`src/rtl/riscv_fetch_pkg.sv`:
```
// riscv_fetch_pkg: shared types and constants for the prefetch buffer and its FIFO.
package riscv_fetch_pkg;
  localparam logic [31:0] FETCH_WORD_BYTES = 32'd4;
  typedef enum logic [1:0] {IDLE, ISSUE, FLUSH} fetch_state_e;
  typedef struct packed {
    logic [31:0] addr;
    logic [31:0] data;
  } fetch_entry_t;
endpackage

```
`src/rtl/riscv_fetch_fifo.sv`:
```
// riscv_fetch_fifo: DEPTH-entry synchronous FIFO of fetched words with single-cycle flush.
module riscv_fetch_fifo
  import riscv_fetch_pkg::*;
#(
  parameter int DEPTH = 4
) (
  input  logic                         clk,
  input  logic                         rst,
  input  logic                         flush,
  input  logic                         push,
  input  logic                         pop,
  input  fetch_entry_t                 wdata,
  output fetch_entry_t                 rdata,
  output logic                         full,
  output logic                         empty,
  output logic [$clog2(DEPTH+1)-1:0]   count
);
  localparam int AW = $clog2(DEPTH);
  localparam int CW = $clog2(DEPTH + 1);
  fetch_entry_t mem_q [DEPTH];
  logic [AW-1:0] wr_q, rd_q;
  assign rdata = mem_q[rd_q];
  assign full = count == CW'(DEPTH);
  assign empty = count == '0;
  // Storage is cleared on reset so the head reads as zero out of reset.
  always_ff @(posedge clk or posedge rst)
    if (rst) begin
      wr_q <= '0;
      rd_q <= '0;
      count <= '0;
      for (int i = 0; i < DEPTH; i++) mem_q[i] <= '0;
    end else if (flush) begin
      wr_q <= '0;
      rd_q <= '0;
      count <= '0;
    end else begin
      if (push) begin
        mem_q[wr_q] <= wdata;
        wr_q <= wr_q + AW'(1);
      end
      if (pop) rd_q <= rd_q + AW'(1);
      count <= count + CW'(push) - CW'(pop);
    end
endmodule

```
`src/rtl/riscv_prefetch_buffer.sv`:
```
// riscv_prefetch_buffer: word fetcher feeding the instruction aligner through a small FIFO,
// with branch flush and discard of in-flight stale responses.
module riscv_prefetch_buffer
  import riscv_fetch_pkg::*;
#(
  parameter int DEPTH = 4,
  parameter int MAX_OUTSTANDING = 2
) (
  input  logic        clk,
  input  logic        rst,
  input  logic        fetch_enable_i,
  input  logic        branch_i,
  input  logic [31:0] branch_addr_i,
  input  logic        ready_i,
  input  logic        hold_i,
  output logic        valid_o,
  output logic [31:0] rdata_o,
  output logic [31:0] addr_o,
  output logic        busy_o,
  output logic        instr_req_o,
  output logic [31:0] instr_addr_o,
  input  logic        instr_gnt_i,
  input  logic        instr_rvalid_i,
  input  logic [31:0] instr_rdata_i
);
  localparam int OW = $clog2(MAX_OUTSTANDING + 1);
  localparam int CW = $clog2(DEPTH + 1);
  fetch_state_e state_q, state_d;
  logic [31:0] fetch_addr_q, rsp_addr_q, target;
  logic [OW-1:0] outstanding_q, outstanding_d, discard_q, discard_d;
  logic [CW-1:0] fifo_count;
  logic fifo_full, fifo_empty, credit, acc, push, pop, unused_addr_lsb;
  fetch_entry_t head, wentry;
  assign target = {branch_addr_i[31:2], 2'b00};
  assign unused_addr_lsb = ^branch_addr_i[1:0];
  // Stale responses still count against credit, so the FIFO can never overflow.
  assign credit = (32'(fifo_count) + 32'(outstanding_q) < 32'(DEPTH)) &&
                  (32'(outstanding_q) < 32'(MAX_OUTSTANDING));
  assign acc = instr_req_o & instr_gnt_i;
  assign push = instr_rvalid_i & ~branch_i & (state_q != FLUSH);
  assign pop = valid_o & ready_i & ~hold_i & ~branch_i;
  assign outstanding_d = outstanding_q + OW'(acc) - OW'(instr_rvalid_i);
  assign discard_d = branch_i ? outstanding_q - OW'(instr_rvalid_i) :
                     (instr_rvalid_i && discard_q != '0) ? discard_q - OW'(1) : discard_q;
  assign wentry = '{addr: rsp_addr_q, data: instr_rdata_i};
  always_ff @(posedge clk or posedge rst)
    if (rst) state_q <= IDLE;
    else state_q <= state_d;
  // FLUSH is held exactly while stale responses remain, so it gates the FIFO write.
  always_comb state_d = (discard_d != '0) ? FLUSH : (fetch_enable_i && credit) ? ISSUE : IDLE;
  always_comb begin
    instr_req_o = ~rst & fetch_enable_i & ~branch_i & credit;
    instr_addr_o = fetch_addr_q;
    busy_o = (outstanding_q != '0) | instr_req_o;
    valid_o = ~fifo_empty;
    rdata_o = head.data;
    addr_o = head.addr;
  end
  always_ff @(posedge clk or posedge rst)
    if (rst) begin
      fetch_addr_q <= '0;
      rsp_addr_q <= '0;
      outstanding_q <= '0;
      discard_q <= '0;
    end else begin
      outstanding_q <= outstanding_d;
      discard_q <= discard_d;
      fetch_addr_q <= branch_i ? target : acc ? fetch_addr_q + FETCH_WORD_BYTES : fetch_addr_q;
      rsp_addr_q <= branch_i ? target : push ? rsp_addr_q + FETCH_WORD_BYTES : rsp_addr_q;
    end
  riscv_fetch_fifo #(.DEPTH(DEPTH)) u_fifo (
    .clk(clk),
    .rst(rst),
    .flush(branch_i),
    .push(push),
    .pop(pop),
    .wdata(wentry),
    .rdata(head),
    .full(fifo_full),
    .empty(fifo_empty),
    .count(fifo_count)
  );
  a_rvalid_owed: assert property (@(posedge clk) disable iff (rst) instr_rvalid_i |-> outstanding_q != '0);
  a_no_overflow: assert property (@(posedge clk) disable iff (rst) push |-> !fifo_full);
  a_max_out: assert property (@(posedge clk) disable iff (rst) 32'(outstanding_q) <= 32'(MAX_OUTSTANDING));
endmodule
```
`config.mk`:
```
export PLATFORM = sky130hd
export DESIGN_NAME = riscv_prefetch_buffer
export DESIGN_NICKNAME = d
export VERILOG_FILES = /design/src/rtl/riscv_fetch_pkg.sv /design/src/rtl/riscv_fetch_fifo.sv /design/src/rtl/riscv_prefetch_buffer.sv
export SDC_FILE = /design/constraint.sdc
export NUM_CORES = 1
export LEC_CHECK = 0
export BUFFER_PORTS_ARGS = -buffer_cell sky130_fd_sc_hd__buf_4
export CORE_MARGIN = 8
export CORE_UTILIZATION = 45
export DETAILED_ROUTE_END_ITERATION = 6
export GPL_ROUTABILITY_DRIVEN = 0
export HOLD_SLACK_MARGIN = 0.1
export PLACE_DENSITY = 0.7
export SLEW_MARGIN = 5
export SYNTH_ARGS = -nofsm -noshare
export SYNTH_HDL_FRONTEND = slang
export SYNTH_SLANG_ARGS = --single-unit
```
`constraint.sdc`:
```
create_clock -name clk -period 27.4 [get_ports clk]
set_input_delay 2.74 -clock clk [delete_from_list [all_inputs] [get_ports clk]]
set_output_delay 2.74 -clock clk [all_outputs]
set_load 0.02 [all_outputs]
```
==> key figures <==
Status
  • Status: complete, no violations

Layout
  • Diode count: 0
  • Multi-input gate area: between 0.006 and 0.007 sq mm
  • Nets: 1364
  • Share of post-route cells with drive strength above 1: 0.431
  • Fill cells: slightly below 3000
  • Register area: about 0.0080 sq mm
  • Area Overhead vs Synth: 17.1%

Routing
  • Routed length per placed instance: 20.2 microns
  • Vias: a little over 10000
  • Via density: approximately 5.8
  • Highest routed layer: met4
  • Drt first pass iters: 6
  • Final wirelength: 35400 microns
  • Post-route ant nets: 0
  • Routed wl met2: roughly 17000 microns
  • First DRT Iteration DRCs: approximately 510
  • Drt drc: 0
  • M1 wire length: ~16000 microns
  • WL met3: ~1900 microns

Clock tree
  • Clock root cell: clkbuf_16
  • Post-CTS Setup Bufs: 0
  • Reg clk slew, reported paths: 60 ps
  • Clk Latency, worst-skew pair: about 500 ps
  • CTS Sinks: between 300 and 400
  • PostCTS Resize Cnt: 0
  • Num CTS Buffers: 37
  • # H-tree levels: 2
  • CTS Buffer Depth: 3
  • # hold bufs at CTS: 0
  • TritonCTS clock tree: built

Logic synthesis
  • Compound-Gate Fraction of Synth Area: 0.0561
  • Cell area after synthesis: 0.0154 sq mm
  • Distinct cells, synth: between 50 and 60
  • Main combinational cell family by area after synthesis: multiplexers
  • FFs w/ async S/R, synth: 1.00
  • Mux share of post-synthesis cell area: 0.275
  • Post-synth top flop: dfrtp_1
  • Number of flops mapped to enable cells by yosys: 0
  • Sequential area share after synthesis: 0.520
  • Synth Register Bits: 321
  • Synth Area in XOR/XNOR: 0.00964
  • Adder-cell share of the synthesized area: 0.0118
  • Simple-Gate Fraction of Synth Area: 0.0935
  • Avg Cell Area, Syn: between 10 and 15 sq um
  • Synth warn: 0
  • Mapped Cells: about 1200

Setup path
  • CP Launch Point: fetch_enable_i
  • Crit-path max FO: 7
  • CP Class: input port to output port
  • Register-to-Register Path Depth: 9
  • Crit path arrival time: just under 4000 ps
  • Reg-to-reg setup timing slack: 24500 ps
  • Worst Setup End Kind: output port
  • CP Launch Type: input port
  • Crit Reg-Reg Startpoint: outstanding_q[1]$_DFF_PP0_
  • WP data required: roughly 25000 ps
  • RR Endpoint: outstanding_q[1]$_DFF_PP0_

Power and ir drop
  • Cell Pwr Density: about 90 mW/mm^2
  • Worst vdd ir: about 0.055 mV
  • Leakage: 8.15 nW

Flow run
  • MaxCap Viol Count: 0

Placed design
  • # port buffers: ~160
  • Detailed placement HPWL: between 20000 and 25000 microns

Timing
  • Ratio of final minimum period to clock period: 0.244
  • Worst-margin pin slew: 1060 ps
  • Final Max Slew Viols: 0
  • Slew headroom: 0.295
  • Count of final hold-check violations: 0
  • Clock skew: about 12 ps
  • Crit path time final: between 6000 and 7000 ps
  • RSZ-0062 raised after global routing: no
  • Setup TNS after final layout: 0 ps
  • Setup violators final: 0
  • Max Fclk: around 0.15 GHz
  • Hold_ws: between 400 and 500 ps

Global routing
  • First-pass GRT wire length: roughly 58000 microns
  • Initial antenna violation count: 0
  • Global route overflow: 0
  • Largest net degree at the start of global routing: 185
  • GRT Total Usage: 0.173
  • Vias in the first global route: roughly 11000

Floorplanning
  • Die height: between 200 and 250 microns
  • Die ar.: between 0.04 and 0.05 sq mm
  • # rows: between 60 and 70
  • Die W: 201 microns
  • Core Footprint: ~0.034 sq mm
  • Ports: about 170
  • Starting density of the core: 0.452

Min path
  • Hold Startpoint: u_fifo.mem_q[107]$_DFFE_PP0P_
  • Hold path depth: 1
  • HP Class: flip-flop to flip-flop
  • Hold EP: u_fifo.mem_q[107]$_DFFE_PP0P_
metrics by stage:
stage	setup WS (ps)	utilization	cells	area (sq um)	total power [mW]
2_1_floorplan	15780	-	1161	15500	0.969
3_3_place_gp	20750	0.495	1694	16900	1.12
3_5_place_dp	20720	0.495	1694	16900	1.14
4_1_cts	20680	0.529	1758	18100	1.61
5_1_grt	20510	0.529	1758	18100	1.68
6_report	20730	0.529	1758	18100	1.59
worst max-delay path, cell delays in order:
cell and delay, ps:
buf_4 80, nor4b_4 460, nand2_1 160, nor3_1 220, or3_1 140, buf_4 130
layer usage:
layer  up-vias  GRT usage
li1       4628          -
met1      5294      0.243
met2       286      0.276
met3        46     0.0370
met4         0     0.0355
met5         -          0
power by group:
part,total [mW],switching [mW],internal (mW)
combinational,0.465,0.219,0.246
clock,0.465,0.193,0.273
sequential,0.660,0.0742,0.586
cells in the final DEF (no fill, tap or decap), types with 15 or more instances in the layout:
master and count:
dfrtp_1 319, mux2_2 252, buf_4 174, mux4_2 62, nor2_1 48, clkbuf_16 37
nand2_1 30, nand4_1 29, nor4_1 23, nand3_1 22, nor3_1 21, a31oi_1 20
o31ai_1 20, inv_1 18, a211oi_1 17, or4_1 15
worst max path at each step:
stage                                   to  slack (ps)  cells after the start
floorplan           discard_q[0]$_DFF_PP0_       15780                      1
global placement                    busy_o       20750                      6
detailed placement                  busy_o       20720                      6
CTS                                 busy_o       20680                      6
global route                        busy_o       20510                      6
finish                              busy_o       20730                      6
state kept, by name, indices dropped and copies added (netlist names):
register	cells
discard_q	2
instr_addr_o	30
outstanding_q	2
rsp_addr_q	30
state_q	2
u_fifo.count	3
u_fifo.mem_q	248
u_fifo.rd_q	2
u_fifo.wr_q	2
synthesized netlist by cell type (7+ instances only):
cell type / instances / area (sq um)
dfrtp_1: 321 / 8030
mux2_2: 252 / 2840
mux4_2: 62 / 1400
nor2_1: 48 / 180
buf_2: 40 / 200
clkbuf_1: 39 / 146
nand2_1: 34 / 128
nand4_1: 29 / 181
nor4_1: 23 / 144
nand3_1: 22 / 110
nor3_1: 21 / 105
a31oi_1: 20 / 125
inv_1: 20 / 75.1
o31ai_1: 20 / 150
a211oi_1: 17 / 128
or4_1: 15 / 113
and4_1: 13 / 114
ha_1: 13 / 163
xnor2_1: 13 / 114
and3_1: 11 / 68.8
buf_1: 11 / 41.3
or3_1: 10 / 62.6
a21oi_1: 9 / 45.0
nand2b_1: 9 / 56.3
nor2b_1: 9 / 56.3
a211o_1: 7 / 61.3
a311oi_1: 7 / 61.3
o21ai_0: 7 / 35.0
cells by family after synthesis:
group / count (synthesis)
simple gates: 257
flops: 321
compound gates: 115
xor+xnor: 17
other cells: 1
buf+inv: 117
fa+ha+maj: 14
mux: 316
area by class of cell:
class / count / area share
Sequential cell: 321 / 0.444
Clock buffer: 51 / 0.0591
Tap cell: 455 / 0.0315
Multi-Input combinational cell: 723 / 0.383
Clock inverter: 13 / 0.00477
Timing Repair Buffer: 175 / 0.0733
Inverter: 20 / 0.00456
Power figures use the tool's default switching activity.
